`src/rtl/ball_centroid_tracker.sv`:
```
// Bright-pixel centroid tracker for the D8M pixel stream: per-frame coordinate sums, then a
// bit-serial restoring divide at frame end. Define BBOX_EN to add bounding-box outputs.
module ball_centroid_tracker #(
    parameter int DATA_W     = 12,
    parameter int X_W        = 11,
    parameter int Y_W        = 11,
    parameter int MIN_PIXELS = 16
) (
    input  logic              clk,
    input  logic              reset_n,
    input  logic [DATA_W-1:0] pix_d,
    input  logic              pix_fval,
    input  logic              pix_lval,
    input  logic              enable,
    input  logic [DATA_W-1:0] threshold,
    output logic [X_W-1:0]    ball_x,
    output logic [Y_W-1:0]    ball_y,
    output logic              ball_found,
    output logic              result_valid,
    output logic [15:0]       frame_count,
    output logic              frame_dropped,
`ifdef BBOX_EN
    output logic [X_W-1:0]    bbox_xmin,
    output logic [X_W-1:0]    bbox_xmax,
    output logic [Y_W-1:0]    bbox_ymin,
    output logic [Y_W-1:0]    bbox_ymax,
`endif
    output logic              busy
);

    localparam int ITER  = (X_W > Y_W) ? X_W : Y_W;
    localparam int CNT_W = X_W + Y_W;
    localparam int SX_W  = 2 * X_W + Y_W;
    localparam int SY_W  = X_W + 2 * Y_W;
    localparam int DIV_W = CNT_W + ITER;
    localparam int IT_W  = $clog2(ITER + 1);

    typedef enum logic [1:0] {S_IDLE, S_DIV, S_OUT} state_t;

    function automatic logic [X_W-1:0] sat_inc_x(input logic [X_W-1:0] v);
        return (&v) ? v : v + X_W'(1);
    endfunction

    function automatic logic [Y_W-1:0] sat_inc_y(input logic [Y_W-1:0] v);
        return (&v) ? v : v + Y_W'(1);
    endfunction

    // One restoring step: returns {quotient bit, new remainder}.
    function automatic logic [CNT_W:0] div_step(input logic [CNT_W-1:0] rem,
                                                input logic              msb,
                                                input logic [CNT_W-1:0] d);
        logic [CNT_W:0] trial;
        logic           q;
        trial = {rem, msb};
        q     = (trial >= {1'b0, d});
        return {q, trial[CNT_W-1:0] - (q ? d : CNT_W'(0))};
    endfunction

    logic [DATA_W-1:0] pix_d_p0;
    logic              fval_p0, fval_p1, lval_p0, lval_p1;
    logic              armed, en_lat;
    logic [DATA_W-1:0] thr_lat;
    logic [X_W-1:0]    x_pos;
    logic [Y_W-1:0]    y_pos;
    logic [SX_W-1:0]   sum_x;
    logic [SY_W-1:0]   sum_y;
    logic [CNT_W-1:0]  cnt;
    logic              frame_start, frame_end, line_end, pix_vld, bright;

    state_t            state, state_nxt;
    logic              div_load, drop, out_cyc;
    logic [IT_W-1:0]   it_cnt;
    logic [CNT_W-1:0]  div_cnt;
    logic [CNT_W-1:0]  rem_x, rem_y;
    logic [ITER-1:0]   low_x, low_y;
    logic [CNT_W:0]    step_x, step_y;
    logic              found;

`ifdef BBOX_EN
    logic [X_W-1:0]    acc_xmin, acc_xmax, div_xmin, div_xmax;
    logic [Y_W-1:0]    acc_ymin, acc_ymax, div_ymin, div_ymax;
`endif

    // Input stage p0, edge-detect copy p1. fval resets high so that a reset released
    // mid-frame cannot fake a frame start; the next real rising edge is required.
    always_ff @(posedge clk or negedge reset_n) begin
        if (!reset_n) begin
            pix_d_p0 <= '0;
            fval_p0  <= 1'b1;
            fval_p1  <= 1'b1;
            lval_p0  <= 1'b0;
            lval_p1  <= 1'b0;
        end else begin
            pix_d_p0 <= pix_d;
            fval_p0  <= pix_fval;
            lval_p0  <= pix_lval;
            fval_p1  <= fval_p0;
            lval_p1  <= lval_p0;
        end
    end

    assign frame_start = fval_p0 & ~fval_p1;
    assign frame_end   = ~fval_p0 & fval_p1 & armed & en_lat;
    assign line_end    = armed & fval_p1 & lval_p1 & (~lval_p0 | ~fval_p0);
    assign pix_vld     = fval_p0 & lval_p0 & armed & en_lat;
    assign bright      = pix_d_p0 >= thr_lat;

    // Accumulation stage
    always_ff @(posedge clk or negedge reset_n) begin
        if (!reset_n) begin
            armed   <= 1'b0;
            en_lat  <= 1'b0;
            thr_lat <= '0;
            x_pos   <= '0;
            y_pos   <= '0;
            sum_x   <= '0;
            sum_y   <= '0;
            cnt     <= '0;
`ifdef BBOX_EN
            acc_xmin <= '0;
            acc_xmax <= '0;
            acc_ymin <= '0;
            acc_ymax <= '0;
`endif
        end else if (frame_start) begin
            armed   <= 1'b1;
            en_lat  <= enable;
            thr_lat <= threshold;
            x_pos   <= '0;
            y_pos   <= '0;
            sum_x   <= '0;
            sum_y   <= '0;
            cnt     <= '0;
`ifdef BBOX_EN
            acc_xmin <= '1;
            acc_xmax <= '0;
            acc_ymin <= '1;
            acc_ymax <= '0;
`endif
        end else begin
            if (line_end) begin
                x_pos <= '0;
                y_pos <= sat_inc_y(y_pos);
            end else if (pix_vld) begin
                x_pos <= sat_inc_x(x_pos);
            end
            if (pix_vld && bright) begin
                sum_x <= sum_x + SX_W'(x_pos);
                sum_y <= sum_y + SY_W'(y_pos);
                cnt   <= cnt + CNT_W'(1);
`ifdef BBOX_EN
                if (x_pos < acc_xmin) acc_xmin <= x_pos;
                if (x_pos > acc_xmax) acc_xmax <= x_pos;
                if (y_pos < acc_ymin) acc_ymin <= y_pos;
                if (y_pos > acc_ymax) acc_ymax <= y_pos;
`endif
            end
        end
    end

    always_ff @(posedge clk or negedge reset_n) begin
        if (!reset_n) state <= S_IDLE;
        else          state <= state_nxt;
    end

    always_comb begin
        state_nxt = state;
        case (state)
            S_IDLE:  if (frame_end) state_nxt = S_DIV;
            S_DIV:   if (it_cnt == IT_W'(ITER - 1)) state_nxt = S_OUT;
            S_OUT:   state_nxt = S_IDLE;
            default: state_nxt = S_IDLE;
        endcase
    end

    always_comb begin
        busy     = 1'b0;
        div_load = 1'b0;
        drop     = 1'b0;
        out_cyc  = 1'b0;
        case (state)
            S_IDLE: div_load = frame_end;
            S_DIV: begin
                busy = 1'b1;
                drop = frame_end;
            end
            S_OUT: begin
                busy    = 1'b1;
                drop    = frame_end;
                out_cyc = 1'b1;
            end
            default: ;
        endcase
    end

    assign step_x = div_step(rem_x, low_x[ITER-1], div_cnt);
    assign step_y = div_step(rem_y, low_y[ITER-1], div_cnt);
    assign found  = div_cnt >= CNT_W'(MIN_PIXELS);

    // Divide stage: low_* shifts the dividend out and the quotient in. The upper dividend
    // part is always below cnt because the quotient fits in ITER bits.
    always_ff @(posedge clk or negedge reset_n) begin
        if (!reset_n) begin
            it_cnt  <= '0;
            div_cnt <= '0;
            rem_x   <= '0;
            rem_y   <= '0;
            low_x   <= '0;
            low_y   <= '0;
`ifdef BBOX_EN
            div_xmin <= '0;
            div_xmax <= '0;
            div_ymin <= '0;
            div_ymax <= '0;
`endif
        end else if (div_load) begin
            it_cnt         <= '0;
            div_cnt        <= cnt;
            {rem_x, low_x} <= DIV_W'(sum_x);
            {rem_y, low_y} <= DIV_W'(sum_y);
`ifdef BBOX_EN
            div_xmin <= acc_xmin;
            div_xmax <= acc_xmax;
            div_ymin <= acc_ymin;
            div_ymax <= acc_ymax;
`endif
        end else if (state == S_DIV) begin
            it_cnt <= it_cnt + IT_W'(1);
            if (div_cnt != '0) begin
                rem_x <= step_x[CNT_W-1:0];
                low_x <= {low_x[ITER-2:0], step_x[CNT_W]};
                rem_y <= step_y[CNT_W-1:0];
                low_y <= {low_y[ITER-2:0], step_y[CNT_W]};
            end
        end
    end

    // Result stage
    always_ff @(posedge clk or negedge reset_n) begin
        if (!reset_n) begin
            ball_x        <= '0;
            ball_y        <= '0;
            ball_found    <= 1'b0;
            result_valid  <= 1'b0;
            frame_count   <= '0;
            frame_dropped <= 1'b0;
`ifdef BBOX_EN
            bbox_xmin <= '0;
            bbox_xmax <= '0;
            bbox_ymin <= '0;
            bbox_ymax <= '0;
`endif
        end else begin
            result_valid  <= out_cyc;
            frame_dropped <= drop;
            if (out_cyc) begin
                frame_count <= frame_count + 16'd1;
                ball_found  <= found;
                if (found) begin
                    ball_x <= low_x[X_W-1:0];
                    ball_y <= low_y[Y_W-1:0];
`ifdef BBOX_EN
                    bbox_xmin <= div_xmin;
                    bbox_xmax <= div_xmax;
                    bbox_ymin <= div_ymin;
                    bbox_ymax <= div_ymax;
`endif
                end
            end
        end
    end

endmodule

```
`config.mk`:
```
export PLATFORM = sky130hd
export DESIGN_NAME = ball_centroid_tracker
export DESIGN_NICKNAME = d
export VERILOG_FILES = /design/src/rtl/ball_centroid_tracker.sv
export SDC_FILE = /design/constraint.sdc
export NUM_CORES = 1
export LEC_CHECK = 0
export BUFFER_PORTS_ARGS = -buffer_cell sky130_fd_sc_hd__clkbuf_2
export CAP_MARGIN = 20
export CORE_ASPECT_RATIO = 1.75
export CORE_UTILIZATION = 60
export DETAILED_ROUTE_END_ITERATION = 10
export GPL_ROUTABILITY_DRIVEN = 0
export PLACE_DENSITY = 0.74
export SYNTH_ARGS = -nofsm -noshare
export SYNTH_HDL_FRONTEND = slang
export SYNTH_SLANG_ARGS = --single-unit
```
`constraint.sdc`:
```
create_clock -name clk -period 5.6 [get_ports clk]
set_input_delay 0.28 -clock clk [delete_from_list [all_inputs] [get_ports clk]]
set_output_delay 0.28 -clock clk [all_outputs]
set_load 0.01 [all_outputs]
```
After elaboration in Yosys (flattened, before gate mapping)
Index checks and enable logic that the tools add are counted.
{"block": "op_classes", "add_sub_neg": 9, "n_eq_ne": 7, "reduce_logical": 16, "div_mod_pow": 0, "n_bitwise": 14, "mux": 36, "n_mul": 0, "shifts": 0, "magnitude_cmp": 4}
{"operator": "$mux 22", "count": 10}
{"operator": "$mux 11", "count": 13}
{"operator": "$mux 33", "count": 4}
{"operator": "$add 33x11->33", "count": 2}
{"operator": "$ge 23x22->1", "count": 2}
{"operator": "$sub 22x22->22", "count": 2}
{"operator": "$add 11x1->11 const B", "count": 2}
{"operator": "$add 22x1->22 const B", "count": 1}
{"operator": "$ge 22x5->1 const B", "count": 1}
{"operator": "$reduce_and 11->1", "count": 2}
{"operator": "$reduce_bool 22->1", "count": 1}
{"operator": "$add 16x1->16 const B", "count": 1}
{"operator": "$ge 12x12->1", "count": 1}
{"operator": "$and 1x1->1", "count": 10}
{"operator": "$reduce_and 2->1", "count": 5}
{"operator": "$mux 4", "count": 2}
{"operator": "$reduce_bool 2->1", "count": 4}
{"operator": "$ne 2x2->1 const B", "count": 3}
{"operator": "$add 4x1->4 const B", "count": 1}
{"operator": "$eq 4x4->1 const B", "count": 1}
{"operator": "$mux 1", "count": 4}
{"operator": "$mux 2", "count": 2}
{"operator": "$pmux 2 s2", "count": 1}
{"operator": "$ne 3x3->1 const B", "count": 1}
{"operator": "other kinds (8)", "count": 10}
{"block": "totals", "memories": 0, "word_cells": 112, "ff_bits": 275, "input_bits": 29, "mem_bits_rw": 0, "romBits": 0, "out_inout_bits": 42, "latchBits": 0}

Longest topological paths before layout
{"block": "logic_depth", "word_depth": 7, "depth_mapped": 19, "depth_no_buf": 18}

Worst setup path before layout
Ideal clock, no wire load.
{"block": "synth_timing", "path_kind": "register to register", "startpoint": "reg div_cnt[20]", "endpoint": "reg rem_x[15]", "stages_incl_launch_ff": 18, "setup_slack_ns": 1.497, "t_required_ns": 5.523, "t_arrival_ns": 4.026, "path_buffers": 1, "cell_sequence": "dfrtp_1 > inv_1 > ha_1 > a21o_1 > a2111o_1 > o31ai_1 > nand2_1 > or2_2 > clkbuf_1 > nand2_1 > ha_1 > a2111oi_0 > a211o_1 > a21boi_1 > o211ai_1 > a21boi_0 > or4b_1 > a21oi_1"}
{"block": "synth_via", "elab_chain_cells": 6, "word_cells_on_any_way": 9, "cone_classes": "1 x add/sub; 1 x order compare; 4 x mux; 3 x reduce/logical"}
{"element": "from (decl)", "line_no": "73", "rtl": "logic [CNT_W-1:0] div_cnt;"}
{"element": "from (signal assigned)", "line_no": "218", "rtl": "div_cnt <= cnt;"}
{"element": "$ge 23x22->1", "line_no": "55", "rtl": "q = (trial >= {1'b0, d});"}
{"element": "$mux 22", "line_no": "56", "rtl": "return {q, trial[CNT_W-1:0] - (q ? d : CNT_W'(0))};"}
{"element": "$sub 22x22->22", "line_no": "56"}
{"element": "$mux 22", "line_no": "229", "rtl": "if (div_cnt != '0) begin"}
{"element": "$mux 22", "line_no": "227", "rtl": "end else if (state == S_DIV) begin"}
{"element": "$mux 22", "line_no": "216", "rtl": "end else if (div_load) begin"}
{"element": "to (signal assigned)", "line_no": "219", "rtl": "{rem_x, low_x} <= DIV_W'(sum_x);"}
{"element": "to (signal assigned)", "line_no": "230", "rtl": "rem_x <= step_x[CNT_W-1:0];"}
{"element": "to (decl)", "line_no": "74", "rtl": "logic [CNT_W-1:0] rem_x, rem_y;"}
Parallel ways exist; a longest one is shown, timed or not. The select of a mux whose other input is x is not followed.
A chain may end at the register's enable or synchronous reset.

Final worst setup path
{"block": "layout_timing", "startpoint": "reg div_cnt[21]", "endpoint": "reg rem_x[20]"}
Same word-level chain as after synthesis.

==> results.py <==
metrics = {
    "finish": {
        "area_growth_pct": 10.8,
        "drive_gt1_share_pct": 9.04,
        "nFillCells": 2123,
        "diodes": 0,
        "fin_nets": 2061,
    },
    "logic_synthesis": {
        "ys_seq_area_share_pct": 42.1,
        "synthFlopType": "dfrtp_1",
        "synthCells": 1832,
        "ys.warnings.count": 0,
        "synth_area_sq_um": 16400,
        "synthArstFlopShare_pct": 100,
        "synth_enable_flop_cells": 0,
        "syn_area_per_cell_sq_um": 8.94,
        "synth_cell_types": 78,
        "ys_ff_latch": 275,
        "synth_nets": 1994,
    },
    "placed_design": {
        "dp_hpwl_mm": 28.9,
        "port_buffers": 70,
    },
    "timing": {
        "period_share_pct": 85.0,
        "fmax_ghz": 0.210,
        "relSlewSlack_pct": 30.6,
        "period_needed_ns": 4.76,
        "hold_viol": 0,
        "fin_skew_ns": 0.00784,
        "grt_setup_unrepaired": "no",
        "report.final.slew_viol_count": 0,
        "worstMarginPinSlew_ns": 1.03,
        "final-setup-viol-count": 0,
        "fin_tns_setup_ns": 0,
    },
    "power": {
        "leakage_nw": 8.25,
        "irDropWorstVdd_mv": 0.326,
        "cellPowerDensity_nw_per_um2": 388,
        "p_total_mw": 7.04,
    },
    "critical_path": {
        "ff2ff_path_depth": 18,
        "cp-start-kind": "register",
        "reg2reg_from": "div_cnt[21]",
        "r2r-end": "rem_x[20]",
        "cp.required_ns": 6.07,
        "end_kind": "register",
        "rrSetupSlack_ns": 0.84,
        "worstPathMaxFanout": 22,
        "critical_path_arrival_ns": 5.23,
        "worstSetupPathType": "reg -> reg",
    },
    "cts": {
        "cts_tree": "yes",
        "cts.sinks": 275,
        "cts_resized": 0,
        "htreeDepth": 1,
        "root_buffer": "clkbuf_16",
        "path_clk_slew_ns": 0.07,
        "clockBufferDepth": 3,
        "numCtsBuffers": 26,
        "clk_latency_ns": 0.55,
    },
    "floorplanning": {
        "die_h_um": 221,
        "coreArea_sq_um": 26700,
        "ios": 71,
        "initial_core_util_pct": 61.3,
        "die_area_sq_um": 28000,
        "rows": 79,
        "die_width_um": 127,
    },
    "route": {
        "routedWlPerCell_um": 18.5,
        "drt_first_pass_iters": 7,
        "postRouteAntennaNets": 0,
        "drc": 0,
        "drt_iter0_markers": 737,
        "viasPerCell": 6.26,
        "dr_total_vias": 13999,
        "routed_wirelength_mm": 41.4,
    },
    "global_routing": {
        "first_global_vias": 14106,
        "grt_usage_pct": 30.4,
        "grt_pass1_wl_mm": 67.7,
        "gr-total-overflow": 0,
        "grt_antenna_before_repair": 0,
        "grt_max_degree": 171,
    },
    "run": {
        "max-cap-violations": 0,
    },
    "hold_path": {
        "hold_class": "in -> async",
    },
    "run_status": {
        "status": "completed",
    },
}
-- state kept, by name (all words and copies together), names as in the netlist, 2 cells and up --
name,flops
cnt,22
sum_x,33
x_pos,11
frame_count,16
low_x,11
it_cnt,4
ball_x,11
state,2
pix_d_p0,12
ball_y,11
y_pos,11
div_cnt,22
rem_y,22
sum_y,33
low_y,11
rem_x,22
thr_lat,12
-- area by class of cell --
| cell class | instances | area [sq um] | share of cell area, % |
|---|---|---|---|
| multi-input combinational | 1412 | 8960 | 49.4 |
| sequential | 275 | 6880 | 38.0 |
| timing repair buffer | 111 | 751 | 4.14 |
| clock buffer | 33 | 728 | 4.02 |
| tap | 324 | 405 | 2.24 |
| inverter | 73 | 274 | 1.51 |
| clock inverter | 10 | 130 | 0.718 |
-- cells in the mapped netlist, types with 4 or more instances --
library cell  instances  area share (%)
nand3_1              54             1.7
a31oi_1              38             1.5
and2_1               10            0.38
nor3_1               27            0.83
nor4_1               16            0.61
o21a_1               17            0.78
or4_1                13            0.60
o21ai_0             120             3.7
or2_2                 4            0.15
buf_2                11            0.34
or3_1                27             1.0
o31ai_1              15            0.69
nor2_1              167             3.8
xor2_1               28             1.5
a211o_1               4            0.21
mux2_2               21             1.4
o211ai_1              5            0.23
and3_1               21            0.80
nor3b_1               4            0.18
dfrtp_1             273              42
inv_1                73             1.7
clkbuf_1             56             1.3
nor4b_1               4            0.21
nand4_1              28             1.1
fa_1                  4            0.49
mux2i_1               8            0.49
nor2b_1              13            0.50
ha_1                129             9.9
a31o_2                7            0.37
and4_1                5            0.27
xnor2_1              75             4.0
a2111oi_0             6            0.32
a21o_1               26             1.2
a211oi_1             16            0.73
nand2_1             265             6.1
buf_1                 4           0.092
o31a_1                6            0.32
nand2b_1             14            0.53
a21oi_1             157             4.8
-- power breakdown --
part | switching (mW) | leakage [nW] | internal [mW]
Combinational | 1.55 | 4.16 | 1.12
Clock | 0.764 | 0.420 | 1.05
Sequential | 0.306 | 3.67 | 2.26
Total | 2.62 | 8.25 | 4.43
-- layer usage --
layer	up-vias	wire length [um]	GRT usage, %
met4	0	2900	21.2
met5	-	0	0
li1	6642	-	-
met3	184	1670	3.31
met1	6779	15500	32.7
met2	394	21400	55.6
-- repair_timing --
item | 4_1_cts | 5_1_grt
hold endpoints to repair | 132 | 0
hold buffers | 28 | 0
setup buffers | 0 | 0
-- how the worst max path moves through the flow --
stage,start,endpoint,slack [ns],depth (start not counted)
2_1_floorplan,div_cnt[20],rem_x[15],1.50,17
3_3_place_gp,div_cnt[0],rem_y[18],1.03,18
3_5_place_dp,div_cnt[21],rem_x[20],0.90,18
4_1_cts,div_cnt[21],rem_x[20],0.87,18
5_1_grt,div_cnt[0],rem_y[18],0.39,18
6_report,div_cnt[21],rem_x[20],0.84,18
-- kinds of logic (layout without fill, tap and decap cells) --
| logic type | Yosys count | count (layout) | synth area share [%] |
|---|---|---|---|
| AND/OR/NAND/NOR | 688 | 688 | 19.7 |
| AO/OA/AOI/OAI | 459 | 459 | 17.1 |
| flip-flops | 275 | 275 | 42.1 |
| buffers and inverters | 145 | 227 | 3.42 |
| adder cells (fa/ha/maj) | 133 | 133 | 10.3 |
| XOR/XNOR | 103 | 103 | 5.51 |
| multiplexers | 29 | 29 | 1.93 |
-- metrics by stage --
stage	setup slack (ns)	util (%)	cell area [sq um]	std cells	hold WS, ns
finish	0.842	67.9	18100	2238	0.320
global route	0.388	67.9	18100	2238	0.361
floorplan	1.50	-	16400	1832	-0.0156
CTS	0.872	67.9	18100	2238	0.351
global placement	1.03	63.6	17000	2166	0.369
detailed placement	0.904	63.7	17000	2167	0.378
-- worst max-delay path: stages, from the launching register on --
cell and delay (ns):
dfrtp_1 0.41, inv_1 0.18, ha_1 0.29, and3_1 0.17, a2111o_1 0.45, o31ai_1 0.10
nand2_1 0.09, or2_2 0.48, and2_1 0.24, ha_1 0.20, fa_1 0.39, nor2b_1 0.25
o31ai_1 0.12, a21oi_1 0.15, a21oi_1 0.14, o2bb2ai_1 0.23, nor4b_1 0.18, or4_1 0.47
a21oi_1 0.14
-- placed cells by master, fill, tap and decap left out, drive strengths merged, types with 15 or more instances in the layout --
master and instances:
dlygate4sd3 28, nor4 17, or3 27, ha 129
mux2 21, a21o 27, inv 73, dfrtp 273
clkbuf 102, nand4 28, nand2 265, nor2 167
xor2 28, a21oi 157, o31ai 15, a31oi 38
o21a 17, and3 23, o21ai 123, nor3 27
nand3 54, xnor2 75, a211oi 16
No activity file was read; power rests on OpenSTA's default activity.
